### config.mk
export PLATFORM = sky130hd
export DESIGN_NAME = skid_pipe_reg
export DESIGN_NICKNAME = d
export VERILOG_FILES = /design/src/rtl/skid_pipe_reg_pkg.sv /design/src/rtl/sat_counter.sv /design/src/rtl/skid_pipe_reg.sv
export SDC_FILE = /design/constraint.sdc
export NUM_CORES = 1
export LEC_CHECK = 0
export BUFFER_PORTS_ARGS = -buffer_cell sky130_fd_sc_hd__buf_2
export CAP_MARGIN = 20
export CELL_PAD_IN_SITES_DETAIL_PLACEMENT = 0
export CELL_PAD_IN_SITES_GLOBAL_PLACEMENT = 1
export CORE_ASPECT_RATIO = 0.7
export CORE_MARGIN = 2
export CORE_UTILIZATION = 44
export DETAILED_ROUTE_END_ITERATION = 8
export GPL_TIMING_DRIVEN = 0
export PLACE_DENSITY_LB_ADDON = 0.1
export SETUP_SLACK_MARGIN = 0.02
export SYNTH_ARGS = -nofsm -noshare
export SYNTH_HDL_FRONTEND = slang
export SYNTH_SLANG_ARGS = --single-unit
### constraint.sdc
create_clock -name clk_i -period 3.4 [get_ports clk_i]
set_input_delay 0.17 -clock clk_i [delete_from_list [all_inputs] [get_ports clk_i]]
set_output_delay 0.17 -clock clk_i [all_outputs]
set_load 0.02 [all_outputs]
### src/rtl/skid_pipe_reg_pkg.sv
// skid_pipe_reg_pkg
//   Shared constants and types for the skid_pipe_reg pipeline stage.
//   NOP_INSN     : default bubble payload (the nop instruction encoding).
//   skid_state_e : occupancy of the two-entry stage, encoded as {skid_v, main_v}.
package skid_pipe_reg_pkg;

  localparam logic [31:0] NOP_INSN = 32'h0000_0013;

  typedef enum logic [1:0] {
    ST_EMPTY = 2'b00,
    ST_ONE   = 2'b01,
    ST_TWO   = 2'b11
  } skid_state_e;

endpackage

### src/rtl/sat_counter.sv
// sat_counter
//   Saturating up-counter; sticks at all-ones and never wraps.
//   clk_i : clock          rst   : async active-high reset (clears count)
//   inc_i : count enable   clr_i : synchronous clear (wins over inc_i)
//   cnt_o : current count
module sat_counter #(
  parameter int unsigned CNT_W = 16
) (
  input  logic             clk_i,
  input  logic             rst,
  input  logic             inc_i,
  input  logic             clr_i,
  output logic [CNT_W-1:0] cnt_o
);

  always_ff @(posedge clk_i or posedge rst) begin
    if (rst)
      cnt_o <= '0;
    else if (clr_i)
      cnt_o <= '0;
    else if (inc_i && (cnt_o != {CNT_W{1'b1}}))
      cnt_o <= cnt_o + 1'b1;
  end

endmodule

### src/rtl/skid_pipe_reg.sv
// skid_pipe_reg
//   Pipeline stage register with optional two-entry skid buffer, flush and a
//   saturating back-pressure counter.
//   clk_i        : clock                    rst          : async active-high reset
//   in_valid_i   : upstream entry valid     in_data_i    : upstream payload
//   in_ready_o   : stage accepts this cycle flush_i      : drop every held entry
//   out_valid_o  : head entry valid         out_data_o   : head payload (NOP_VALUE when idle)
//   out_ready_i  : downstream allow-in      stall_cnt_o  : cycles of valid & ~ready
//   SKID_EN=1 : two entries, in_ready_o comes from a flop (no ready->ready path).
//   SKID_EN=0 : one entry, in_ready_o = out_ready_i | ~main_v.
module skid_pipe_reg
  import skid_pipe_reg_pkg::*;
#(
  parameter int unsigned       DATA_W    = 32,
  parameter logic [DATA_W-1:0] NOP_VALUE = DATA_W'(NOP_INSN),
  parameter int unsigned       SKID_EN   = 1,
  parameter int unsigned       CNT_W     = 16
) (
  input  logic              clk_i,
  input  logic              rst,
  input  logic              in_valid_i,
  input  logic [DATA_W-1:0] in_data_i,
  output logic              in_ready_o,
  input  logic              flush_i,
  output logic              out_valid_o,
  output logic [DATA_W-1:0] out_data_o,
  input  logic              out_ready_i,
  output logic [CNT_W-1:0]  stall_cnt_o
);

  logic              main_v, skid_v;
  logic [DATA_W-1:0] main_q, skid_q;
  logic              accept, fire, stall_inc;
  skid_state_e       state;

  assign state     = skid_state_e'({skid_v, main_v});
  assign accept    = in_valid_i & in_ready_o & ~flush_i;
  assign fire      = main_v & out_ready_i;
  assign stall_inc = main_v & ~out_ready_i & ~flush_i;

  assign out_valid_o = main_v;
  assign out_data_o  = main_q;

  generate
    if (SKID_EN != 0) begin : g_skid
      assign in_ready_o = ~skid_v;
    end else begin : g_single
      assign in_ready_o = out_ready_i | ~main_v;
    end
  endgenerate

  // main_q is reloaded with NOP_VALUE when the last entry drains so that
  // out_data_o can stay a bare flop output while still reading as a bubble.
  // skid_q is left stale after a skid->main move; skid_v masks it.
  always_ff @(posedge clk_i or posedge rst) begin
    if (rst) begin
      main_v <= 1'b0;
      skid_v <= 1'b0;
      main_q <= NOP_VALUE;
      skid_q <= NOP_VALUE;
    end else if (flush_i) begin
      main_v <= 1'b0;
      skid_v <= 1'b0;
      main_q <= NOP_VALUE;
      skid_q <= NOP_VALUE;
    end else if (SKID_EN != 0) begin
      case (state)
        ST_EMPTY: begin
          if (accept) begin
            main_v <= 1'b1;
            main_q <= in_data_i;
          end
        end
        ST_ONE: begin
          if (accept && fire) begin
            main_q <= in_data_i;
          end else if (accept) begin
            skid_v <= 1'b1;
            skid_q <= in_data_i;
          end else if (fire) begin
            main_v <= 1'b0;
            main_q <= NOP_VALUE;
          end
        end
        ST_TWO: begin
          // in_ready_o is low here, so only the skid->main move can happen
          if (fire) begin
            main_q <= skid_q;
            skid_v <= 1'b0;
          end
        end
        default: ;
      endcase
    end else begin
      if (accept) begin
        main_v <= 1'b1;
        main_q <= in_data_i;
      end else if (fire) begin
        main_v <= 1'b0;
        main_q <= NOP_VALUE;
      end
    end
  end

  sat_counter #(
    .CNT_W (CNT_W)
  ) u_stall_cnt (
    .clk_i (clk_i),
    .rst   (rst),
    .inc_i (stall_inc),
    .clr_i (1'b0),
    .cnt_o (stall_cnt_o)
  );

endmodule
==> summary.md, run 1 <==
| Metric | Value |
|---|---|
| Post-CTS sizing | `0` |
| Clk_skew | `around 7.5 ps` |
| Synth area leader | `dfrtp_1` |
| Synth top area cells | `dfrtp_1 54%, a22o_1 7.3%, a22oi_1 6.2%, o21ai_0 4.9%, nand2_1 4.6%` |
| Crit path cell chain | `nand2b_1, o21a_1, clkbuf_1, or2_2, clkbuf_1, clkbuf_1, o21ai_0` |
| Max Clk Rate | `roughly 410 MHz` |
| Clock sink count | `82` |
| Total CTS buffers | `9` |
| PD cells | `about 550 nW/µm²` |
| Chip Width | `roughly 110 µm` |
| RSZ-0062 raised after global routing | `false` |
| Final setup violation count | `0` |
| Initial antenna violation count | `0` |
| Vias per inst | `between 5 and 6` |
| Main combinational cell family by area after synthesis | `compound AO/OA/AOI/OAI gates` |
| Synthesized area | `3490 µm²` |
| Ant diodes | `0` |
| Fin nets | `455` |
| GR Overflow Total | `0` |
| Crit share post-route | `a little under three quarters` |
| Type of the tightest min-delay check | `in -> reg` |
| R2r setup slk | `between 900 and 1000 ps` |
| Share of the synthesized area in the top cell type | `a little over half` |
| Fillers | `slightly above 700` |
| Cell internal pwr | `~1.7 mW` |
| DP HPWL | `slightly above 6000 µm` |
| Worst r2r dst | `out_data_o[2]` |
| Via count | `2866` |
| Syn Nets | `~360` |
| FF+latch count, synth | `82` |
| Crit end category | `flop` |
| Number of library cell types mapped by synthesis | `37` |
| CP Launch Point | `skid_v` |
| Critical path class | `reg -> reg` |
| Pre-CTS setup slack | `between 900 and 1000 ps` |
| Synthesized area per cell | `11.0 µm²` |
| Most common cell on crit path | `clkbuf_1` |
| Post-route ant nets | `0` |
| CP max FO | `10` |
| Placer Congestion | `about 0.80` |
| I/O pins | `87` |
| Worst path depth | `7` |
| Slew Limit Fails | `0` |
| Drt pass-1 iters | `4` |
| Slowest Stage Delay on Critical Path | `between 400 and 500 ps` |
| CTS root buffer | `clkbuf_16` |
| Hold slack | `71.3 ps` |
| Worst-Margin Slew | `720 ps` |
| CP top delay family | `buffers and inverters` |
| Power share of the combinational group | `roughly 15%` |
| Bufs and invs on worst path | `3` |
| Number of global-route vias before repair | `about 2900` |
| Pleak | `about 2.1 nW` |
| Synth Area in Simple Gates | `10.2%` |
| Wire per inst | `between 15 and 20 µm` |
| Worst-path clk slew | `roughly 60 ps` |
| Compound-Gate Fraction of Synth Area | `about a quarter` |
| RR Startpoint | `skid_v` |
| Initial core utilization | `between 40% and 50%` |
| Total power | `around 2.4 mW` |
| GRT Total Usage | `21.9%` |
| Sequential power share | `45.9%` |
| Slew Limit Headroom | `51.6%` |
| Worst setup path end | `out_data_o[2]` |
| Sw Pwr | `between 600 and 700 µW` |
| Worst setup margin | `979 ps` |
| Clk buf depth | `2` |
| Post-synthesis mux area share | `0.323%` |
| Layout Utilization | `56.3%` |
| CTS HTree Levels | `3` |
| Site Rows | `27` |
| Fin. Hold Viols | `0` |
| Cells after synthesis | `roughly 320` |
| Initial DRC count | `around 220` |
| Max cap viols | `0` |
| WP data required | `around 3600 ps` |
| Clock share of power | `38.8%` |
| Minimum clock period | `~2400 ps` |
| Max VDD drop | `254 µV` |
| Core area | `7770 µm²` |
| Area Overhead vs Synth | `25.3%` |
| Worst-Skew Late Latency | `330 ps` |
| Post-Synth XOR/XNOR Area | `under 10%` |
| YS warnings | `0` |
| Setup TNS | `0 ps` |
| Drt drc | `0` |
| Critical-path top delay cell | `dfrtp_1` |
| Startpoint types | `flop` |
| Net Sw Frac | `28.0%` |
| Hold path startpoint | `in_data_i[18]` |
| Global-route wire length before repair | `15000 µm` |
| Largest net degree at the start of global routing | `between 70 and 80` |
| # Post-CTS Setup Buffers | `0` |
| Status | `finished clean` |
| WP data arrival | `about 2600 ps` |
| Die H | `approximately 79 µm` |
| Share of cells above drive strength 1 | `28.5%` |
| Post-synthesis sequential area ratio | `about three fifths` |
| IO Port Bufs | `between 80 and 90` |
| CTS tree | `built` |
| Area share of fa/ha/maj cells after synthesis | `less than 1%` |
| Total wire length | `between 8000 and 9000 µm` |
| Reg2Reg Depth | `7` |
| Die ar. | `roughly 8700 µm²` |
[metrics by stage]
stage,std cells,instance area [µm²]
4_1_cts,522,4370
5_1_grt,522,4370
3_3_place_gp,505,4050
3_5_place_dp,506,4080
2_1_floorplan,318,3490
6_report,522,4370
[sequential cells by signal, summed over array words and instances, names as in the netlist]
name               cells
out_data_o            32
skid_q                32
u_stall_cnt.cnt_o     16
out_valid_o            1
skid_v                 1
[synthesized netlist by cell type (all sizes together)]
library cell and instances:
nand2b 2, nor2 3, dfstp 6, or3b 1
and4 2, dfrtp 76, or2 2, a22oi 29
nor4 1, a2111oi 1, nand3 7, o21a 2
o21ai 34, buf 5, nor4bb 1, xor2 13
nor3 3, a22o 29, o22ai 3, nor3b 1
a31oi 2, and2 2, inv 4, ha 1
clkbuf 18, or4 1, mux2 1, nor2b 1
a41oi 1, o21ba 1, nand4 4, a21oi 14
nand2 43, a211oi 4
[cells by family (layout without fill, tap and decap cells)]
| group | after synthesis | after routing |
|---|---|---|
| flops | 82 | 82 |
| mux | 1 | 1 |
| buf+inv | 27 | 130 |
| simple gates | 74 | 74 |
| fa+ha+maj | 1 | 1 |
| xor+xnor | 13 | 13 |
| compound gates | 120 | 120 |
[worst register-to-register path, cell delays in order, from the launching register on]
cell and delay (ps):
dfrtp_1 460, nand2b_1 230, o21a_1 130, clkbuf_1 310, or2_2 200, clkbuf_1 380, clkbuf_1 400, o21ai_0 190
[power groups by stage]
stage	combinational, mW	clock [mW]	sequential (mW)
after CTS	0.372	0.962	1.11
after global routing	0.411	1.00	1.12
after floorplan	0.156	0	1.19
final	0.369	0.939	1.11
after detailed placement	0.371	0	1.13
after global placement	0.361	0	1.12
[per-layer routing]
layer	global-route usage [%]	wire length, µm	share of wire [%]
met1	34.1	4680	53
met2	30.1	3600	41
met3	6.41	470	5.3
met4	5.00	66	0.75
met5	0	0	0
[placed cells by master, fill, tap and decap left out, drive strengths merged, types with 2 or more instances in the layout]
master   n
buf     92
dfrtp   76
nand2   43
o21ai   34
a22oi   29
a22o    29
clkbuf  28
a21oi   14
xor2    13
nand3    7
dfstp    6
nand4    4
inv      4
a211oi   4
nor2     3
o22ai    3
nor3     3
clkinv   3
nand2b   2
and2     2
o21a     2
or2      2
and4     2
a31oi    2
[timing repair]
item / 4_1_cts / 5_1_grt
endpoints found under the setup margin: 0 / 0
hold buffers: 1 / 0
hold endpoints to repair: 12 / 0
[worst min-delay path by stage]
stage	end	depth (start not counted)
6_report	skid_q[18]	2
5_1_grt	skid_q[17]	2
4_1_cts	skid_q[18]	2
3_5_place_dp	u_stall_cnt.cnt_o[11]	2
3_3_place_gp	skid_q[20]	2
2_1_floorplan	skid_q[0]	2
[area by class of cell]
cell class                 instances  area [µm²]  share of cell area [%]
tap                              101         126                    2.89
clock inverter                     5        56.3                    1.29
clock buffer                      10         229                    5.24
multi-input combinational        209        1320                    30.2
timing repair buffer              88         468                    10.7
buffer                            23        97.6                    2.23
sequential                        82        2060                    47.1
inverter                           4        17.5                   0.401
Note: power is estimated with default switching activity, not from simulation.
==> run 2: changes to the inputs <==
--- a/config.mk
+++ b/config.mk
@@ -11,7 +11,7 @@
 export CELL_PAD_IN_SITES_GLOBAL_PLACEMENT = 1
 export CORE_ASPECT_RATIO = 0.7
 export CORE_MARGIN = 2
-export CORE_UTILIZATION = 44
+export CORE_UTILIZATION = 41
 export DETAILED_ROUTE_END_ITERATION = 8
 export GPL_TIMING_DRIVEN = 0
 export PLACE_DENSITY_LB_ADDON = 0.1
==> constraint.sdc (replaced) <==
create_clock -name clk_i -period 2.49 [get_ports clk_i]
set_input_delay 0.1245 -clock clk_i [delete_from_list [all_inputs] [get_ports clk_i]]
set_output_delay 0.1245 -clock clk_i [all_outputs]
set_load 0.02 [all_outputs]
==> run 2 against run 1 <==
Critical path depth is the same; worst setup slack worse by 700 ps; die area grew 7.0%; sequential power rose by 36%; core utilization down 3.6 points; fmax grew 9.5%; cell count increased by 0.96%; combinational power increased by 38%; hold slack lost 48 ps.
==> summary.md, run 2 (synthesized netlist as in run 1, its figures left out) <==
| Metric | Value |
|---|---|
| Status | `finished clean` |
| Critical path class | `reg -> reg` |
| Crit end category | `flop` |
| Drt drc | `0` |
| Chip Width | `approximately 110 µm` |
| Most used cells in the layout excluding fill and tap cells | `89 x buf_2, 76 x dfrtp_1, 43 x nand2_1` |
| RR Startpoint | `skid_v` |
| Minimum clock period | `2210 ps` |
| CTS HTree Levels | `3` |
| M3 GR Usage | `under 10%` |
| Hold depth | `2` |
| Vias per inst | `roughly 5.5` |
| Crit path cell chain | `nand2b_1, o21a_1, clkbuf_1, or2_2, clkbuf_1, clkbuf_2, o21ai_0` |
| Max Clk Rate | `about 450 MHz` |
| GR Overflow Total | `0` |
| R2r setup slk | `approximately 280 ps` |
| Hold slack | `about 23 ps` |
| Slew Limit Headroom | `around 58%` |
| Worst-Skew Late Latency | `between 300 and 400 ps` |
| DP Cell Count | `510` |
| GR Util met2 | `a little over a quarter` |
| Area Overhead vs Synth | `26.3%` |
| Site Rows | `28` |
| M1 GR Usage | `around 32%` |
| Die H | `between 80 and 90 µm` |
| Hold path startpoint | `in_data_i[20]` |
| Number of global-route vias before repair | `~2700` |
| Drt pass-1 iters | `4` |
| Startpoint types | `flop` |
| Max VDD drop | `396 µV` |
| CP max FO | `10` |
| RSZ-0062 raised after global routing | `false` |
| CP top delay family | `buffers and inverters` |
| Final setup violation count | `0` |
| Initial DRC count | `between 200 and 250` |
| Slowest Stage Delay on Critical Path | `450 ps` |
| Worst r2r dst | `out_data_o[6]` |
| Total CTS buffers | `9` |
| Total wire length | `just under 9000 µm` |
| Ant diodes | `0` |
| Placer Congestion | `0.780` |
| I/O pins | `87` |
| Non-Filler Instances | `~530` |
| CTS tree | `built` |
| Via count | `between 2000 and 3000` |
| Setup TNS | `0 ps` |
| Global route hottest layer | `met1` |
| # Post-CTS Setup Buffers | `0` |
| CTS root buffer | `clkbuf_16` |
| Slew Limit Fails | `0` |
| Fin. Hold Viols | `0` |
| Die ar. | `around 9300 µm²` |
| Pleak | `2.16 nW` |
| WP data arrival | `between 2000 and 2500 ps` |
| Crit share post-route | `roughly nine tenths` |
| DP HPWL | `~6200 µm` |
| Most common cell on crit path | `clkbuf_1` |
| GRT Total Usage | `between 20% and 30%` |
| Type of the tightest min-delay check | `in -> reg` |
| Core area | `roughly 8400 µm²` |
| Wire per inst | `between 15 and 20 µm` |
| Worst-Margin Slew | `roughly 630 ps` |
| Fin nets | `455` |
| Commonest non-fill, non-tap cell in the layout | `buf_2` |
| Clk buf depth | `2` |
| Post-route ant nets | `0` |
| Critical-path top delay cell | `dfrtp_1` |
| Global-route wire length before repair | `14500 µm` |
| Clock sink count | `82` |
| Worst-path clk slew | `~60 ps` |
| Worst path depth | `7` |
| Share of cells above drive strength 1 | `a little under 30%` |
| Initial antenna violation count | `0` |
| Worst hold path endpoint | `skid_q[20]` |
| Clk_skew | `approximately 3.4 ps` |
| Initial core utilization | `roughly two fifths` |
| Reg2Reg Depth | `7` |
| Fillers | `around 800` |
| PD cells | `just under 800 nW/µm²` |
| Total power | `3.42 mW` |
| WP data required | `2690 ps` |
| Bufs and invs on worst path | `3` |
| Max cap viols | `0` |
| IO Port Bufs | `86` |
| Largest net degree at the start of global routing | `43` |
run 2: cell types whose count changed in the layout (fill, tap and decap cells not counted):
cell | previous run | this run
buf_12 | 0 | 1
buf_16 | 1 | 0
clkbuf_2 | 0 | 1
clkbuf_8 | 0 | 4
clkinv_2 | 2 | 0
clkinv_4 | 1 | 0
clkinvlp_4 | 1 | 0
nor3_1 | 3 | 2
nor3_2 | 0 | 1
run 2: stage by stage:
stage          area (µm²)  utilization (%)  setup WS (ps)
3_3_place_gp         4050             48.4           -802
5_1_grt              4410             52.7           41.9
3_5_place_dp         4080             48.7           97.7
2_1_floorplan        3490                -            267
6_report             4410             52.7            278
4_1_cts              4400             52.6            102
run 2: metal layers:
layer	wire [µm]	share of wire, %
met5	0	0
met3	631	7.1
met1	4620	52
met4	88	0.99
met2	3570	40
run 2: report_power, final:
part | internal, mW | total (mW) | switching, mW | leakage, nW
clock | 0.888 | 1.40 | 0.510 | 0.156
combinational | 0.176 | 0.508 | 0.332 | 0.913
sequential | 1.43 | 1.51 | 0.0779 | 1.09
run 2: worst max path at each step:
stage | from | end
2_1_floorplan | rst | out_data_o[10]
3_3_place_gp | rst | skid_q[12]
3_5_place_dp | skid_v | out_data_o[6]
4_1_cts | skid_v | out_data_o[6]
5_1_grt | skid_v | out_data_o[28]
6_report | skid_v | out_data_o[6]
run 2: area by class of cell:
| cell class | instances | area [µm²] | share of cell area [%] |
|---|---|---|---|
| buffer | 23 | 98.8 | 2.24 |
| clock buffer | 15 | 288 | 6.53 |
| clock inverter | 1 | 30.0 | 0.681 |
| inverter | 4 | 17.5 | 0.397 |
| multi-input combinational | 209 | 1320 | 30.0 |
| sequential | 82 | 2060 | 46.7 |
| tap | 105 | 131 | 2.98 |
| timing repair buffer | 88 | 460 | 10.4 |
run 2: worst register-to-register path, stage by stage (launching register included):
cell      delay (ps)
dfrtp_1          450
nand2b_1         230
o21a_1           130
clkbuf_1         300
or2_2            190
clkbuf_1         360
clkbuf_2         310
o21ai_0          120
run 2: what timing repair did:
| item | CTS | global route |
|---|---|---|
| gates resized for setup | 0 | 3 |
| hold endpoints to repair | 41 | 0 |
| setup endpoints to repair | 0 | 11 |
| hold buffers | 1 | 0 |
==> run 3: changes to the inputs <==
--- a/config.mk
+++ b/config.mk
@@ -14,6 +14,7 @@
 export CORE_UTILIZATION = 41
 export DETAILED_ROUTE_END_ITERATION = 8
 export GPL_TIMING_DRIVEN = 0
+export HOLD_SLACK_MARGIN = 0.05
 export PLACE_DENSITY_LB_ADDON = 0.1
 export SETUP_SLACK_MARGIN = 0.02
 export SYNTH_ARGS = -nofsm -noshare
==> run 3 against run 2 <==
Sequential cell count unchanged; via count up 3.1%; power up 1.0%; clock skew about the same; core utilization up 3.7 points; worst setup slack worse by 3.7 ps.
==> summary.md, run 3 (synthesized netlist as in run 1, its figures left out) <==
| Metric | Value |
|---|---|
| Initial antenna violation count | `0` |
| Number of global-route vias before repair | `roughly 2800` |
| Reg2Reg Depth | `7` |
| Total power | `roughly 3.5 mW` |
| Crit share post-route | `about nine tenths` |
| Total CTS buffers | `9` |
| I/O pins | `87` |
| Drt drc | `0` |
| RSZ-0062 raised after global routing | `false` |
| Area of the multi-input gates | `~1300 µm²` |
| Startpoint types | `flop` |
| GRT Total Usage | `a little over a fifth` |
| WP data arrival | `between 2000 and 2500 ps` |
| Net Sw Frac | `between 20% and 30%` |
| Worst-Skew Late Latency | `~330 ps` |
| Total wire length | `9130 µm` |
| Met2 Wirelength | `3870 µm` |
| Minimum clock period | `2220 ps` |
| Global-route wire length before repair | `14900 µm` |
| Non-Filler Instances | `558` |
| Slew Limit Fails | `0` |
| Initial DRC count | `about 230` |
| Status | `finished clean` |
| Site Rows | `28` |
| Wire per inst | `between 15 and 20 µm` |
| Worst setup margin | `274 ps` |
| Share of cells above drive strength 1 | `26.9%` |
| Clk buf depth | `2` |
| Fin. Hold Viols | `0` |
| Sequential power share | `~44%` |
| Fillers | `around 780` |
| DP HPWL | `just over 6000 µm` |
| Largest net degree at the start of global routing | `43` |
| Worst-Margin Slew | `approximately 630 ps` |
| PD cells | `between 700 and 800 nW/µm²` |
| DP Cell Count | `510` |
| Placer Congestion | `0.780` |
| Worst-path clk slew | `~60 ps` |
| Most used cells in the layout excluding fill and tap cells | `89 x buf_2, 76 x dfrtp_1, 43 x nand2_1` |
| DP Area | `between 4000 and 5000 µm²` |
| CTS root buffer | `clkbuf_16` |
| CTS HTree Levels | `3` |
| Pre-CTS setup slack | `97.7 ps` |
| Critical path class | `reg -> reg` |
| Commonest non-fill, non-tap cell in the layout | `buf_2` |
| Via count | `a little under 3000` |
| R2r setup slk | `270 ps` |
| Final setup violation count | `0` |
| CTS tree | `built` |
| Layout Utilization | `a little under three fifths` |
| Max cap viols | `0` |
| DRT met1 WL | `approximately 4700 µm` |
| # Post-CTS Setup Buffers | `0` |
| IO Port Bufs | `86` |
| Register area | `2060 µm²` |
| Chip Width | `roughly 110 µm` |
| Met3 WL post-DR | `538 µm` |
| Worst r2r dst | `out_data_o[6]` |
| Vias per inst | `5.32` |
| Max VDD drop | `about 400 µV` |
| Post-route cell area | `4720 µm²` |
| Power share of the combinational group | `between 10% and 20%` |
| CP Launch Point | `skid_v` |
| GR Overflow Total | `0` |
| Type of the tightest min-delay check | `in -> reg` |
| Slew Limit Headroom | `57.6%` |
| WP data required | `2690 ps` |
| Core area | `8370 µm²` |
| Post-route ant nets | `0` |
| Initial core utilization | `around two fifths` |
| Fin nets | `a little under 500` |
| Worst setup path end | `out_data_o[6]` |
| Die H | `slightly above 80 µm` |
| Clk_skew | `3.89 ps` |
| Max Clk Rate | `roughly 450 MHz` |
| CP max FO | `10` |
| Clock sink count | `a little over 80` |
| DR top layer | `met4` |
| Sw Pwr | `approximately 920 µW` |
| Drt pass-1 iters | `5` |
| Crit end category | `flop` |
| Ant diodes | `0` |
| Area Overhead vs Synth | `35.2%` |
| Cell internal pwr | `2.53 mW` |
| Clock share of power | `between 40 and 50%` |
| Pleak | `about 2.3 nW` |
| Die ar. | `9280 µm²` |
| RR Startpoint | `skid_v` |
## run 3: timing repair
action                                  in CTS  in global routing
endpoints found under the setup margin       0                 11
hold buffers                                32                  0
resized for setup                            0                  3
endpoints found under the hold margin       72                  0
## run 3: cell type report
type                    instances  share of cell area, %
inverters                       4                  0.371
clock inverters                 1                  0.636
plain buffers                  23                   2.09
well taps                     105                   2.78
multi-input cells             209                   28.0
repair buffers                119                   16.3
clock buffers                  15                   6.10
flip-flops and latches         82                   43.6
## run 3: worst min-delay path by stage
stage	slack, ps	cells after the start	end	start
6_report	60	2	skid_q[8]	in_data_i[8]
5_1_grt	70	2	skid_q[8]	in_data_i[8]
4_1_cts	50	2	skid_q[8]	in_data_i[8]
3_3_place_gp	360	2	skid_q[25]	in_data_i[25]
3_5_place_dp	210	2	u_stall_cnt.cnt_o[11]	rst
2_1_floorplan	250	2	skid_q[0]	in_data_i[0]
## run 3: metrics by stage
step                      hold slack [ps]  setup TNS (ps)
final                                60.9               0
after global routing                 70.7               0
after CTS                            53.2               0
after detailed placement              213               0
after global placement                358          -60610
after floorplan                       252               0
## run 3: worst max-delay path: stages (launching register included)
cell	delay, ps
dfrtp_1	450
nand2b_1	230
o21a_1	130
clkbuf_1	300
or2_2	190
clkbuf_1	360
clkbuf_2	310
o21ai_0	120
## run 3: power by group through the flow
| stage | clock network [mW] | registers, mW | logic [mW] |
|---|---|---|---|
| after global placement | 0 | 1.53 | 0.496 |
| after CTS | 1.43 | 1.51 | 0.548 |
| after global routing | 1.50 | 1.52 | 0.600 |
| final | 1.40 | 1.51 | 0.544 |
| after floorplan | 0 | 1.62 | 0.213 |
| after detailed placement | 0 | 1.53 | 0.507 |
## run 3: layer usage
metal,vias to the layer above,global-route usage [%]
met5,-,0
met1,1450,32.9
met2,90,28.9
li1,1426,-
met3,4,4.70
met4,0,6.59
